**config.mk**
```make
export PLATFORM = sky130hd
export DESIGN_NAME = program_loader
export DESIGN_NICKNAME = d
export VERILOG_FILES = /design/src/rtl/program_loader_pkg.sv /design/src/rtl/program_loader_word_assembler.sv /design/src/rtl/program_loader.sv
export SDC_FILE = /design/constraint.sdc
export NUM_CORES = 1
export LEC_CHECK = 0
export ABC_AREA = 1
export CORE_MARGIN = 10
export CORE_UTILIZATION = 35
export CTS_CLUSTER_SIZE = 30
export DETAILED_ROUTE_END_ITERATION = 7
export PLACE_DENSITY_LB_ADDON = 0.05
export SLEW_MARGIN = 10
export SYNTH_ARGS = -nofsm -noshare
export SYNTH_HDL_FRONTEND = slang
export SYNTH_SLANG_ARGS = --single-unit
```
**constraint.sdc**
```tcl
create_clock -name clk -period 3.3 [get_ports clk]
set_clock_uncertainty 0.2 [all_clocks]
set_input_delay 0.66 -clock clk [delete_from_list [all_inputs] [get_ports clk]]
set_output_delay 0.66 -clock clk [all_outputs]
set_load 0.02 [all_outputs]
```
**src/rtl/program_loader_pkg.sv**
```systemverilog
// Shared types and constants for the instruction-image loader.
package program_loader_pkg;

    typedef enum logic [1:0] {HDR, DATA, WRITE, DONE} loader_state_t;

    localparam int DEFAULT_DATA_WIDTH = 32;
    localparam int HDR_BYTES          = 4;
    localparam int BYTES_PER_WORD     = DEFAULT_DATA_WIDTH / 8;

endpackage

```
**src/rtl/program_loader_word_assembler.sv**
```systemverilog
// Big-endian byte-to-word shifter; word/word_complete describe the word that the
// current shift would finish, so the caller can register it on the same edge.
module word_assembler
    import program_loader_pkg::*;
#(
    parameter int DATA_WIDTH = DEFAULT_DATA_WIDTH,
    parameter int BYTES      = BYTES_PER_WORD
) (
    input  logic                  clk,
    input  logic                  reset,
    input  logic                  clear,
    input  logic [7:0]            byte_data,
    input  logic                  shift_en,
    output logic [DATA_WIDTH-1:0] word,
    output logic                  word_complete
);

    localparam int CNT_W = (BYTES > 1) ? $clog2(BYTES) : 1;

    logic [CNT_W-1:0] count_reg;

    assign word_complete = shift_en && (count_reg == CNT_W'(BYTES - 1));

    always_ff @(posedge clk or negedge reset) begin
        if (!reset) begin
            count_reg <= '0;
        end else if (clear || word_complete) begin
            count_reg <= '0;
        end else if (shift_en) begin
            count_reg <= count_reg + CNT_W'(1);
        end
    end

    assign word[7:0] = byte_data;

    generate
        if (BYTES > 1) begin : g_lanes
            // lane_reg[0] holds the most recent byte; the oldest byte ends up on top
            logic [7:0] lane_reg [BYTES-1];

            always_ff @(posedge clk or negedge reset) begin
                if (!reset) begin
                    for (int i = 0; i < BYTES - 1; i++) lane_reg[i] <= '0;
                end else if (clear) begin
                    for (int i = 0; i < BYTES - 1; i++) lane_reg[i] <= '0;
                end else if (shift_en) begin
                    lane_reg[0] <= byte_data;
                    for (int i = 1; i < BYTES - 1; i++) lane_reg[i] <= lane_reg[i-1];
                end
            end

            for (genvar gi = 0; gi < BYTES - 1; gi++) begin : g_word
                assign word[8*gi+15 -: 8] = lane_reg[gi];
            end
        end
    endgenerate

endmodule

```
**src/rtl/program_loader.sv**
```systemverilog
// Framed byte-stream loader that writes an instruction image through the
// processor's init port, then releases it with a load_done pulse.
module program_loader
    import program_loader_pkg::*;
#(
    parameter int DATA_WIDTH    = DEFAULT_DATA_WIDTH,
    parameter int ADDRESS_WIDTH = 12
) (
    input  logic                     clk,
    input  logic                     reset,
    input  logic [7:0]               byte_in_data,
    input  logic                     byte_in_valid,
    output logic                     byte_in_ready,
    input  logic                     load_abort,
    output logic [ADDRESS_WIDTH-1:0] ram_init_wadrs,
    output logic [DATA_WIDTH-1:0]    ram_write_instruction,
    output logic                     initialize_instructions,
    output logic                     busy,
    output logic                     load_done,
    output logic                     load_error
);

    localparam int          CW        = ADDRESS_WIDTH + 1;
    localparam logic [16:0] MAX_WORDS = 17'(1) << ADDRESS_WIDTH;

    loader_state_t            state_reg, state_next;
    logic [1:0]               hdr_cnt_reg, hdr_cnt_next;
    logic [23:0]              hdr_reg, hdr_next;
    logic [ADDRESS_WIDTH-1:0] addr_reg, addr_next;
    logic [CW-1:0]            remaining_reg, remaining_next;
    logic [ADDRESS_WIDTH-1:0] wadrs_reg, wadrs_next;
    logic [DATA_WIDTH-1:0]    wdata_reg, wdata_next;
    logic                     init_reg, init_next;
    logic                     busy_reg, busy_next;
    logic                     ready_reg, ready_next;
    logic                     done_reg, done_next;
    logic                     error_reg, error_next;

    logic                     accept;
    logic [15:0]              hdr_count;
    logic [DATA_WIDTH-1:0]    word;
    logic                     word_complete;

    // Abort wins over the stream, so it also blocks the handshake combinationally
    assign byte_in_ready = ready_reg & ~load_abort;
    assign accept        = byte_in_valid & byte_in_ready;
    assign hdr_count     = {hdr_reg[7:0], byte_in_data};

    word_assembler #(
        .DATA_WIDTH (DATA_WIDTH),
        .BYTES      (DATA_WIDTH / 8)
    ) u_word_assembler (
        .clk           (clk),
        .reset         (reset),
        .clear         (load_abort),
        .byte_data     (byte_in_data),
        .shift_en      (accept && (state_reg == DATA)),
        .word          (word),
        .word_complete (word_complete)
    );

    always_ff @(posedge clk or negedge reset) begin
        if (!reset) begin
            state_reg     <= HDR;
            hdr_cnt_reg   <= '0;
            hdr_reg       <= '0;
            addr_reg      <= '0;
            remaining_reg <= '0;
            wadrs_reg     <= '0;
            wdata_reg     <= '0;
            init_reg      <= 1'b0;
            busy_reg      <= 1'b0;
            ready_reg     <= 1'b0;
            done_reg      <= 1'b0;
            error_reg     <= 1'b0;
        end else begin
            state_reg     <= state_next;
            hdr_cnt_reg   <= hdr_cnt_next;
            hdr_reg       <= hdr_next;
            addr_reg      <= addr_next;
            remaining_reg <= remaining_next;
            wadrs_reg     <= wadrs_next;
            wdata_reg     <= wdata_next;
            init_reg      <= init_next;
            busy_reg      <= busy_next;
            ready_reg     <= ready_next;
            done_reg      <= done_next;
            error_reg     <= error_next;
        end
    end

    always_comb begin
        state_next     = state_reg;
        hdr_cnt_next   = hdr_cnt_reg;
        hdr_next       = hdr_reg;
        addr_next      = addr_reg;
        remaining_next = remaining_reg;
        wadrs_next     = wadrs_reg;
        wdata_next     = wdata_reg;
        init_next      = init_reg;
        done_next      = 1'b0;
        error_next     = 1'b0;

        if (load_abort) begin
            state_next     = HDR;
            hdr_cnt_next   = '0;
            addr_next      = '0;
            remaining_next = '0;
            init_next      = 1'b0;
        end else begin
            case (state_reg)
                HDR: begin
                    if (accept) begin
                        hdr_next = {hdr_reg[15:0], byte_in_data};
                        if (hdr_cnt_reg == 2'(HDR_BYTES - 1)) begin
                            hdr_cnt_next = '0;
                            if ((hdr_count == 16'd0) || ({1'b0, hdr_count} > MAX_WORDS)) begin
                                error_next = 1'b1;
                            end else begin
                                addr_next      = ADDRESS_WIDTH'(hdr_reg[23:8]);
                                remaining_next = CW'(hdr_count);
                                state_next     = DATA;
                            end
                        end else begin
                            hdr_cnt_next = hdr_cnt_reg + 2'd1;
                        end
                    end
                end
                DATA: begin
                    // Output registers load on the completing edge so the WRITE cycle already shows the word
                    if (word_complete) begin
                        wadrs_next = addr_reg;
                        wdata_next = word;
                        init_next  = 1'b1;
                        state_next = WRITE;
                    end
                end
                WRITE: begin
                    addr_next      = addr_reg + ADDRESS_WIDTH'(1);
                    remaining_next = remaining_reg - CW'(1);
                    if (remaining_reg == CW'(1)) begin
                        state_next = DONE;
                        init_next  = 1'b0;
                        done_next  = 1'b1;
                    end else begin
                        state_next = DATA;
                    end
                end
                DONE: begin
                    state_next = HDR;
                end
                default: begin
                    state_next = HDR;
                end
            endcase
        end

        busy_next  = (state_next != HDR) || (hdr_cnt_next != 2'd0);
        ready_next = (state_next == HDR) || (state_next == DATA);
    end

    assign ram_init_wadrs          = wadrs_reg;
    assign ram_write_instruction   = wdata_reg;
    assign initialize_instructions = init_reg;
    assign busy                    = busy_reg;
    assign load_done               = done_reg;
    assign load_error              = error_reg;

endmodule
```
==> results of run 1 <==
[cell families (layout without fill, tap and decap cells)]
family / Yosys count / after routing / share of synthesized area
flip-flops: 124 / 124 / 0.5538
multiplexers: 3 / 3 / 0.006029
buffers and inverters: 108 / 188 / 0.07905
XOR/XNOR: 6 / 6 / 0.009379
AND/OR/NAND/NOR: 254 / 254 / 0.1912
AO/OA/AOI/OAI: 151 / 151 / 0.1494
adder cells (fa/ha/maj): 5 / 5 / 0.01117
[through the flow]
step,hold WS (ns),utilization,std cells,setup slack [ns],total power [W]
6_report,0.02172,0.4516,947,0.5276,0.004111
5_1_grt,0.03985,0.4516,947,0.4481,0.004322
4_1_cts,0.03283,0.4516,947,0.5105,0.004164
3_5_place_dp,0.2664,0.4107,915,0.5175,0.002140
3_3_place_gp,0.2655,0.4107,915,0.5428,0.002133
2_1_floorplan,0.1644,-,651,1.312,0.001979
[worst paths after layout]
kind	startpoint	endpoint	slack, ns	depth (start not counted)
setup reg to reg	state_reg[0]$_DFF_PN0_	addr_reg[4]$_DFFE_PN0P_	1.37	8
setup / recovery	load_abort	byte_in_ready	0.53	3
hold / removal	reset	ram_write_instruction[27]$_DFFE_PN0P_	0.02	1
max in group asynchronous	reset	hdr_cnt_reg[1]$_DFF_PN0_	2.12	2
hold reg to reg	hdr_reg[2]$_DFFE_PN0P_	hdr_reg[10]$_DFFE_PN0P_	0.28	2
min in group clk	hdr_reg[2]$_DFFE_PN0P_	hdr_reg[10]$_DFFE_PN0P_	0.28	2
[routing by layer]
layer | routed length (µm) | share of wire
met3 | 823 | 0.058
met2 | 6326 | 0.45
met1 | 6857 | 0.48
met4 | 178 | 0.013
met5 | 0 | 0
[synthesized netlist by cell type, drive strengths merged]
| cell | n | area [µm²] |
|---|---|---|
| nand2 | 165 | 661.9 |
| dfrtp | 124 | 3103 |
| o21ai | 107 | 573.1 |
| inv | 79 | 296.5 |
| nor2 | 61 | 244.0 |
| o22ai | 24 | 150.1 |
| nand3 | 22 | 127.6 |
| buf | 18 | 105.1 |
| a21oi | 15 | 75.07 |
| clkbuf | 11 | 41.29 |
| ha | 5 | 62.56 |
| nand4 | 4 | 25.02 |
| xor2 | 4 | 35.03 |
| mux2 | 3 | 33.78 |
| o211ai | 2 | 15.01 |
| or2 | 2 | 12.51 |
| xnor2 | 2 | 17.52 |
| a21boi | 1 | 7.510 |
| o221ai | 1 | 8.760 |
| o31ai | 1 | 7.510 |
[worst reg2reg max path: stages, from the launching register on]
cell and delay [ns]:
dfrtp_1 0.40, inv_2 0.07, nand2_1 0.23, inv_1 0.12, buf_4 0.32, nor2_1 0.08, nor2_1 0.15, o21ai_0 0.15
o21ai_2 0.14
[power by group through the flow]
stage | Sequential, W | Combinational (W) | Clock, W
global placement | 0.00171 | 0.000421 | 0
CTS | 0.00169 | 0.000428 | 0.00205
global route | 0.00170 | 0.000492 | 0.00213
finish | 0.00169 | 0.000421 | 0.00200
floorplan | 0.00169 | 0.000289 | 0
detailed placement | 0.00171 | 0.000426 | 0
[area by class of cell]
type | count | area, µm²
fillers | 1568 | 8648
flip-flops and latches | 124 | 3103
multi-input cells | 419 | 2057
repair buffers | 77 | 750.7
clock buffers | 20 | 456.7
inverters | 79 | 296.5
well taps | 216 | 270.3
clock inverters | 12 | 187.7
==> impl_results.md, run 1 <==
* Met1 usage at 0.1811
* Crit-path leading delay family: buffers and inverters
* Synthesized area at approximately 0.0056 mm²
* WS Path Type: input pin to primary output
* Gr usage total at 0.1374
* Sw power at 0.001042 W
* CTS clk-pin slew, worst paths at ~0.06 ns
* Placeable core area at 0.01577 mm²
* Logic pwr share at 0.102
* TritonCTS Buffers at 17
* Min-delay worst type: input pin to asynchronous set/reset pin
* Most common cell on crit path: clkdlybuf4s50_1
* Number of clock sinks at 124
* Hold buffers post-CTS at 0
* Placer Congestion at 0.8191
* Synth Area per Inst at between 8 and 9 µm²
* Syn nets at 668
* CTS tree: yes
* Setup TNS Final at 0 ns
* Die Height at 146.5 µm
* Hpwl dp at slightly above 10000 µm
* Relative slew slack at 0.6508
* Vias per cell at 4.742
* Post CTS Setup Buffer Count at 0
* GR Layer Usage met3 at 0.04234
* Synth Register Bits at 124
* Clk root buf: clkbuf_16
* Register area share after synthesis at 0.5538
* Crit path max fanout at 2
* Commonest non-fill, non-tap cell in the layout: nand2_1
* WL final at between 10000 and 15000 µm
* DRC Markers at 0
* Port Buffers at 60
* Pwr dens at around 580 mW/mm²
* Area Overhead vs Synth at 27.11%
* Tcrit/Tclk final at 0.8401
* Period minus WS final at between 2 and 3 ns
* Clock share of power at 0.487
* Largest register FFs at 32
* Worst setup SP type: input pin
* Grt total ovfl at 0
* Antenna violations before repair at 0
* P_int at approximately 0.003 W
* Commonest cells after routing, fill and taps aside: nand2_1, dfrtp_1, o21ai_0, inv_1
* Layout cells sized above 1 at 0.1190
* RSZ-0062 raised after global routing: false
* Sequential share of power at 0.411
* Site Rows at 46
* Starting Density at 0.3553
* Final Hold Viols at 0
* CP bufs+invs at 2
* Top Usage Layer GRT: met2
* Antenna Nets Post-Route at 0
* Design area at between 0.007 and 0.008 mm²
* Worst setup EP type: primary output
* Die footprint at around 0.021 mm²
* Post-cts resize count at 0
* DRT Pass-1 Iters at 4
* DIE WIDTH at 146.5 µm
* Worst Tran Pin Value at about 0.52 ns
* Vias at ~4500
* Final max-slew violation count at 0
* DR iter-0 viols at roughly 250
* Max VDD drop at approximately 330 µV
* Drt wl/cell at approximately 15 µm
* Critical path arrival at ~1.9 ns
* CP required at 2.44 ns
* I/O pin total at slightly above 60
* Library cells used by synthesis at 31
* Synth warn at 0
* Vias in the first global route at ~4500
* Fin nets at 735
* Htree depth at 4
* Critical path's slowest cell: clkdlybuf4s50_1
* Maximum achievable frequency at approximately 0.36 GHz
* Longest Clk Path Bufs at 2
* First-pass GRT wire length at about 24000 µm
* Endpoints failing setup at 0
* Worst stage delay on the critical path at 0.62 ns
* Met2 Track Usage GR at 0.2097
* Largest net degree at the start of global routing at just over 60
* Syn Inst Count at approximately 650
* MaxCap Viol Count at 0
* Leak at 3.233 nW
* Ant. Diodes at 0
* Clock Latency Late Sink at approximately 0.42 ns
* Dpl cell area at roughly 0.0065 mm²
* Switching part of the total power at 0.2535
* Worst path cell trace: clkdlybuf4s50_1, nor2_4, clkdlybuf4s50_1
* Status: finished clean
No activity file was read; power rests on OpenSTA's default activity.
==> run 2: changes to the inputs <==
==> constraint.sdc (replaced) <==
create_clock -name clk -period 2.8 [get_ports clk]
set_clock_uncertainty 0.2 [all_clocks]
set_input_delay 0.56 -clock clk [delete_from_list [all_inputs] [get_ports clk]]
set_output_delay 0.56 -clock clk [all_outputs]
set_load 0.02 [all_outputs]
==> run 2 against run 1 <==
Clock power increased by 17%. Setup slack got worse by 0.29 ns. Die area did not move. Final area up 0.44%. Clock-buffer cell count grew 1. Highest routed layer unchanged.
==> impl_results.md, run 2 (same netlist as run 1, synthesis figures left out) <==
* Die Height at 146.5 µm (unchanged)
* Area Overhead vs Synth at 27.67% (was 27.11%)
* Vias at 4457 (was 4491)
* Worst path cell trace: clkdlybuf4s50_1, nor2_4, clkdlybuf4s50_1 (unchanged)
* Htree depth at 4 (unchanged)
* Switching part of the total power at 0.2504 (was 0.2535)
* Hpwl dp at 10040 µm (was 10190 µm)
* Largest net degree at the start of global routing at 68 (was 62)
* Fin nets at 738 (was 735)
* Min-delay worst type: flip-flop to flip-flop (was input pin to asynchronous set/reset pin)
* WL final at 14280 µm (was 14190 µm)
* DR iter-0 viols at 281 (was 254)
* Number of clock sinks at 124 (unchanged)
* DRC Markers at 0 (unchanged)
* Commonest cells after routing, fill and taps aside: nand2_1, dfrtp_1, o21ai_0, inv_1 (unchanged)
* Fillers at 1601 (was 1568)
* Clk root buf: clkbuf_16 (unchanged)
* Pwr Total at 0.004814 W (was 0.004111 W)
* Vias per cell at 4.697 (was 4.742)
* CTS clk-pin slew, worst paths at 0.05 ns (was 0.06 ns)
* MaxCap Viol Count at 0 (unchanged)
* Worst setup EP type: primary output (unchanged)
* RSZ-0062 raised after global routing: false (unchanged)
* CP required at 2.04 ns (was 2.44 ns)
* Vias in the first global route at 4372 (was 4498)
* Clock share of power at 0.483 (was 0.487)
* Critical path arrival at 1.80 ns (was 1.91 ns)
* Final hold slack at 0.2780 ns (was 0.02172 ns)
* Antenna violations before repair at 0 (unchanged)
* Final Hold Viols at 0 (unchanged)
* Die footprint at 0.02147 mm² (unchanged)
* Gr usage total at 0.1378 (was 0.1374)
* DRT Pass-1 Iters at 5 (was 4)
* DIE WIDTH at 146.5 µm (unchanged)
* Drt wl/cell at 15.05 µm (was 14.98 µm)
* Ant. Diodes at 0 (unchanged)
* Maximum achievable frequency at approximately 0.4 GHz
* Crit path max fanout at 2 (unchanged)
* Setup TNS Final at 0 ns (unchanged)
* Multi-input logic area at 0.002057 mm² (unchanged)
* Relative slew slack at 0.6155 (was 0.6508)
* Sw power at 0.001206 W (was 0.001042 W)
* Setup Slack @ Placement at 0.1582 ns (was 0.5175 ns)
* Worst hold start: ram_write_instruction[16]$_DFFE_PN0P_
* Site Rows at 46 (unchanged)
* Commonest non-fill, non-tap cell in the layout: nand2_1 (unchanged)
* Worst Tran Pin Value at 0.5768 ns (was 0.5238 ns)
* Worst setup SP type: input pin (unchanged)
* Logic pwr share at 0.103 (was 0.102)
* Longest Clk Path Bufs at 2 (unchanged)
* Period minus WS final at 2.564 ns
* Leak at 3.243 nW (was 3.233 nW)
* Most common cell on crit path: clkdlybuf4s50_1 (unchanged)
* Tcrit/Tclk final at 0.9156
* Endpoints failing setup at 0 (unchanged)
* Worst Slack Setup Final at 0.2364 ns (was 0.5276 ns)
* Dpl cell area at 0.006518 mm² (was 0.006477 mm²)
* CTS tree: yes (unchanged)
* Sequential share of power at 0.413 (was 0.411)
* I/O pin total at 61 (unchanged)
* Port Buffers at 60 (unchanged)
* Starting Density at 0.3553 (unchanged)
* Status: finished clean (unchanged)
* Max VDD drop at 426.7 µV (was 334.4 µV)
* Antenna Nets Post-Route at 0 (unchanged)
* Largest register FFs at 32 (unchanged)
* Worst stage delay on the critical path at 0.62 ns (about the same)
* Critical path's slowest cell: clkdlybuf4s50_1 (unchanged)
* Grt total ovfl at 0 (unchanged)
* Design area at 0.007153 mm² (was 0.007122 mm²)
* Post CTS Setup Buffer Count at 0 (unchanged)
* Clock Latency Late Sink at 0.42 ns (about the same)
* Placer Congestion at 0.8139 (was 0.8191)
* TritonCTS Buffers at 17 (unchanged)
* Layout cells sized above 1 at 0.1187 (was 0.1190)
* Placeable core area at 0.01577 mm² (unchanged)
* Sequential cell area at 0.003103 mm² (unchanged)
* Pwr dens at 673.0 mW/mm² (was 577.3 mW/mm²)
* P_int at 0.003609 W (was 0.003069 W)
* First-pass GRT wire length at 24040 µm (was 23710 µm)
* WS Path Type: input pin to primary output (unchanged)
* Crit path launch: load_abort (unchanged)
* Reg2Reg Launch Point: addr_reg[1]$_DFFE_PN0P_ (was state_reg[0]$_DFF_PN0_)
* Final max-slew violation count at 0 (unchanged)
## run 2: cell types whose count changed in the layout (fill, tap and decap cells not counted)
cell / delta
inv_6: -1
clkbuf_1: +1
clkinv_2: +1
dlygate4sd3_1: +1
clkinvlp_4: +1
clkinv_4: -3
buf_12: +2
## run 2: final timing paths
path,slack (ns),depth (start not counted),to
setup / recovery,0.24,3,byte_in_ready
hold / removal,0.28,2,ram_write_instruction[16]$_DFFE_PN0P_
setup reg to reg,0.91,9,addr_reg[8]$_DFFE_PN0P_
hold reg to reg,0.28,2,ram_write_instruction[16]$_DFFE_PN0P_
max in group asynchronous,1.24,3,u_word_assembler.word[9]$_DFFE_PN0P_
min in group asynchronous,0.41,2,ram_write_instruction[26]$_DFFE_PN0P_
## run 2: layout make-up
cell class,count,share of cell area
Inverter,79,0.04146
Sequential cell,124,0.4338
Multi-Input combinational cell,419,0.2876
Timing Repair Buffer,80,0.1119
Clock buffer,21,0.06437
Tap cell,216,0.03778
Clock inverter,10,0.02309
## run 2: worst max-delay path: cells and delay by family
family	cells	cell delay [ns]
buffers and inverters	2	1.08
AND/OR/NAND/NOR	1	0.16
## run 2: routing by layer
metal	up-vias	part of all wire	track usage
li1	2241	-	-
met1	2143	0.50	0.1946
met2	68	0.45	0.1990
met3	5	0.048	0.03739
met4	0	0.0049	0.04404
met5	-	0	0
## run 2: power by group through the flow
stage          logic [W]  clock network (W)  registers, W
2_1_floorplan   0.000341                  0       0.00199
3_3_place_gp    0.000498                  0       0.00202
3_5_place_dp    0.000503                  0       0.00202
4_1_cts         0.000508            0.00237       0.00199
5_1_grt         0.000580            0.00245       0.00201
6_report        0.000498            0.00233       0.00199
## run 2: through the flow
stage                     cells  utilization
after floorplan             651            -
after global placement      917       0.4133
after detailed placement    917       0.4133
after CTS                   949       0.4536
after global routing        949       0.4536
final                       949       0.4536
## run 2: what timing repair did
action | in CTS | in global routing
resized for setup | 0 | 0
hold buffers | 1 | 0
endpoints found under the hold margin | 26 | 0
==> RTL edit (flow settings as in run 2) <==
Change the parameter `ADDRESS_WIDTH` from 12 to 10.
--- a/src/rtl/program_loader.sv
+++ b/src/rtl/program_loader.sv
@@ -4,7 +4,7 @@
     import program_loader_pkg::*;
 #(
     parameter int DATA_WIDTH    = DEFAULT_DATA_WIDTH,
-    parameter int ADDRESS_WIDTH = 12
+    parameter int ADDRESS_WIDTH = 10
 ) (
     input  logic                     clk,
     input  logic                     reset,
Interface: changed (resized ram_init_wadrs); port bits go from 61 to 59. The function was not compared with the original's and may differ.
==> RTL edit against run 2 <==
Sequential cell count decreased by 8; design area decreased by 7.8%; first-iteration DRC count decreased by 15%; sequential share of layout area increased by 0.65 points; die area decreased by 6.7%; worst hold slack got worse by 1.8 ps; total power decreased by 7.6%; core utilization increased by 0.17 points; area after synthesis decreased by 7.7%; non-clock buffer count decreased by 7; worst setup slack improved by 23 ps; wire length decreased by 6.7%; critical endpoint unchanged; largest cell class unchanged.
==> RTL edit: results (changes against run 2) <==
| Metric | Value |
|---|---|
| Netlist cell types | 33 (+6.5%) |
| Worst-path maximum fanout | 3 (+1) |
| Ant. Diodes | 0 (unchanged) |
| Tightest Pin Transition | 520 ps (-56.7 ps) |
| DP Area | 5980 µm² (-8.2%) |
| Clk pin slew, worst setup/hold paths | 50 ps (about the same) |
| Root buf cell | clkbuf_16 |
| Seq/Total Area, Yosys | 0.561 (+0.00765) |
| Total clock buffers created by CTS | 17 (unchanged) |
| Global-route wire length before repair | 22.1 mm (-8.0%) |
| Final HPWL DP | 9.37 mm (-6.8%) |
| Multiplexer share of the synthesized area | 0 (-0.00603) |
| P_comb | 0.406 mW (-18%) |
| Port Buffer Count | 58 (-3.3%) |
| Max incr delay on CP | 610 ps |
| Cts repair resizes | 0 (unchanged) |
| Share of cells above drive strength 1 | 0.114 (-0.00423) |
| Clock Latency Late Sink | 410 ps |
| Initial DRT Pass Iterations | 4 (-1) |
| Status | complete, no violations |
| Net Switching | 1.12 mW (-6.7%) |
| Wirelength per Cell | 15.7 µm (+4.4%) |
| Post-placement cell count | 815 (-11%) |
| Initial antenna violation count | 0 (unchanged) |
| Async SR Flop Fraction | 1.00 (unchanged) |
| Biggest area consumer among synthesized cells | dfrtp_1 |
| Leak | 3.01 nW (-7.3%) |
| Gr usage total | 0.139 (+0.00106) |
| VDD IR max | 0.389 mV (-8.7%) |
| Compound-cell area share of the yosys netlist | 0.146 (-0.00322) |
| Via density | 4.77 (+1.5%) |
| Synth Area in Adders | 0.0121 (+0.000935) |
| Critical Path AT | 1780 ps (-20 ps) |
| Setup bufs post-CTS | 0 (unchanged) |
| Crit path capture | byte_in_ready |
| Final hold violation count | 0 (unchanged) |
| Largest net degree at the start of global routing | 64 (-5.9%) |
| Drt first-iter violations | 238 (-15%) |
| Reg2reg setup slack | 860 ps (-50 ps) |
| Reg2Reg Depth | 8 (-1) |
| Final Wtd Congestion | 0.802 (-1.5%) |
| Syn nets | 600 (-10%) |
| Slowest CP cell | clkdlybuf4s50_1 |
| Synth top area cells | dfrtp_1, nand2_1, o21ai_0 |
| Max-slew violation count | 0 (unchanged) |
| Delay-heaviest family, CP | buffers and inverters |
| Number of global-route vias before repair | 4,121 (-5.7%) |
| Final WL | 13.3 mm (-6.7%) |
| Hold Crit Class | register to register |
| Remaining DRCs | 0 (unchanged) |
| Max Buffers Root-to-Sink | 2 (unchanged) |
| Crit Reg-Reg Startpoint | state_reg[0] |
| H-tree levels | 4 (unchanged) |
| Syn_area_per_cell | 8.87 µm² (+3.0%) |
| Most frequent cells after synthesis | nand2_1, dfrtp_1, inv_1, o21ai_0, nor2_1 |
| Clk pwr | 2.20 mW (-6%) |
| Synth warnings | 0 (unchanged) |
| Reg-to-reg endpoint | addr_reg[9] |
| NumNets Final | 668 (-9.5%) |
| XOR/XNOR share of the synthesized area | 0.00847 (-0.000909) |
==> RTL edit: logic make-up (layout without fill, tap and decap cells) <==
kind of cell,Yosys count,after routing
compound gates,133,133
buf+inv,93,174
flops,116,116
fa+ha+maj,5,5
xor+xnor,5,5
simple gates,231,231
==> RTL edit: area by class of cell <==
type / instances / area, µm²
clock buffers: 19 / 443
flip-flops and latches: 116 / 2900
clock inverters: 13 / 159
repair buffers: 73 / 731
well taps: 184 / 230
multi-input cells: 374 / 1860
inverters: 69 / 264
fillers: 1428 / 7890
==> RTL edit: tightest hold or removal path, stage by stage (launching register included) <==
cell and delay, ps:
dfrtp_1 340, nand2_1 50, nand2_1 50
==> RTL edit: through the flow <==
step	worst slack, ps	total power [mW]
6_report	259	4.45
5_1_grt	208	4.65
4_1_cts	246	4.50
3_5_place_dp	246	2.28
3_3_place_gp	251	2.27
2_1_floorplan	957	2.11
==> RTL edit: worst min path at each step <==
stage	cells past startpoint	startpoint	to	slack [ps]
floorplan	0	reset	addr_reg[0]	60
global placement	2	hdr_reg[15]	hdr_reg[15]	270
detailed placement	2	ram_init_wadrs[7]	ram_init_wadrs[7]	270
CTS	2	hdr_reg[16]	hdr_reg[16]	280
global route	2	ram_write_instruction[21]	ram_write_instruction[21]	300
finish	2	hdr_reg[16]	hdr_reg[16]	280
==> RTL edit: routing by layer <==
layer | global-route usage | wire (µm) | share of wire
met5 | 0 | 0 | 0
met4 | 0.0382 | 138 | 0.010
met3 | 0.0421 | 605 | 0.045
met2 | 0.229 | 6460 | 0.48
met1 | 0.172 | 6120 | 0.46
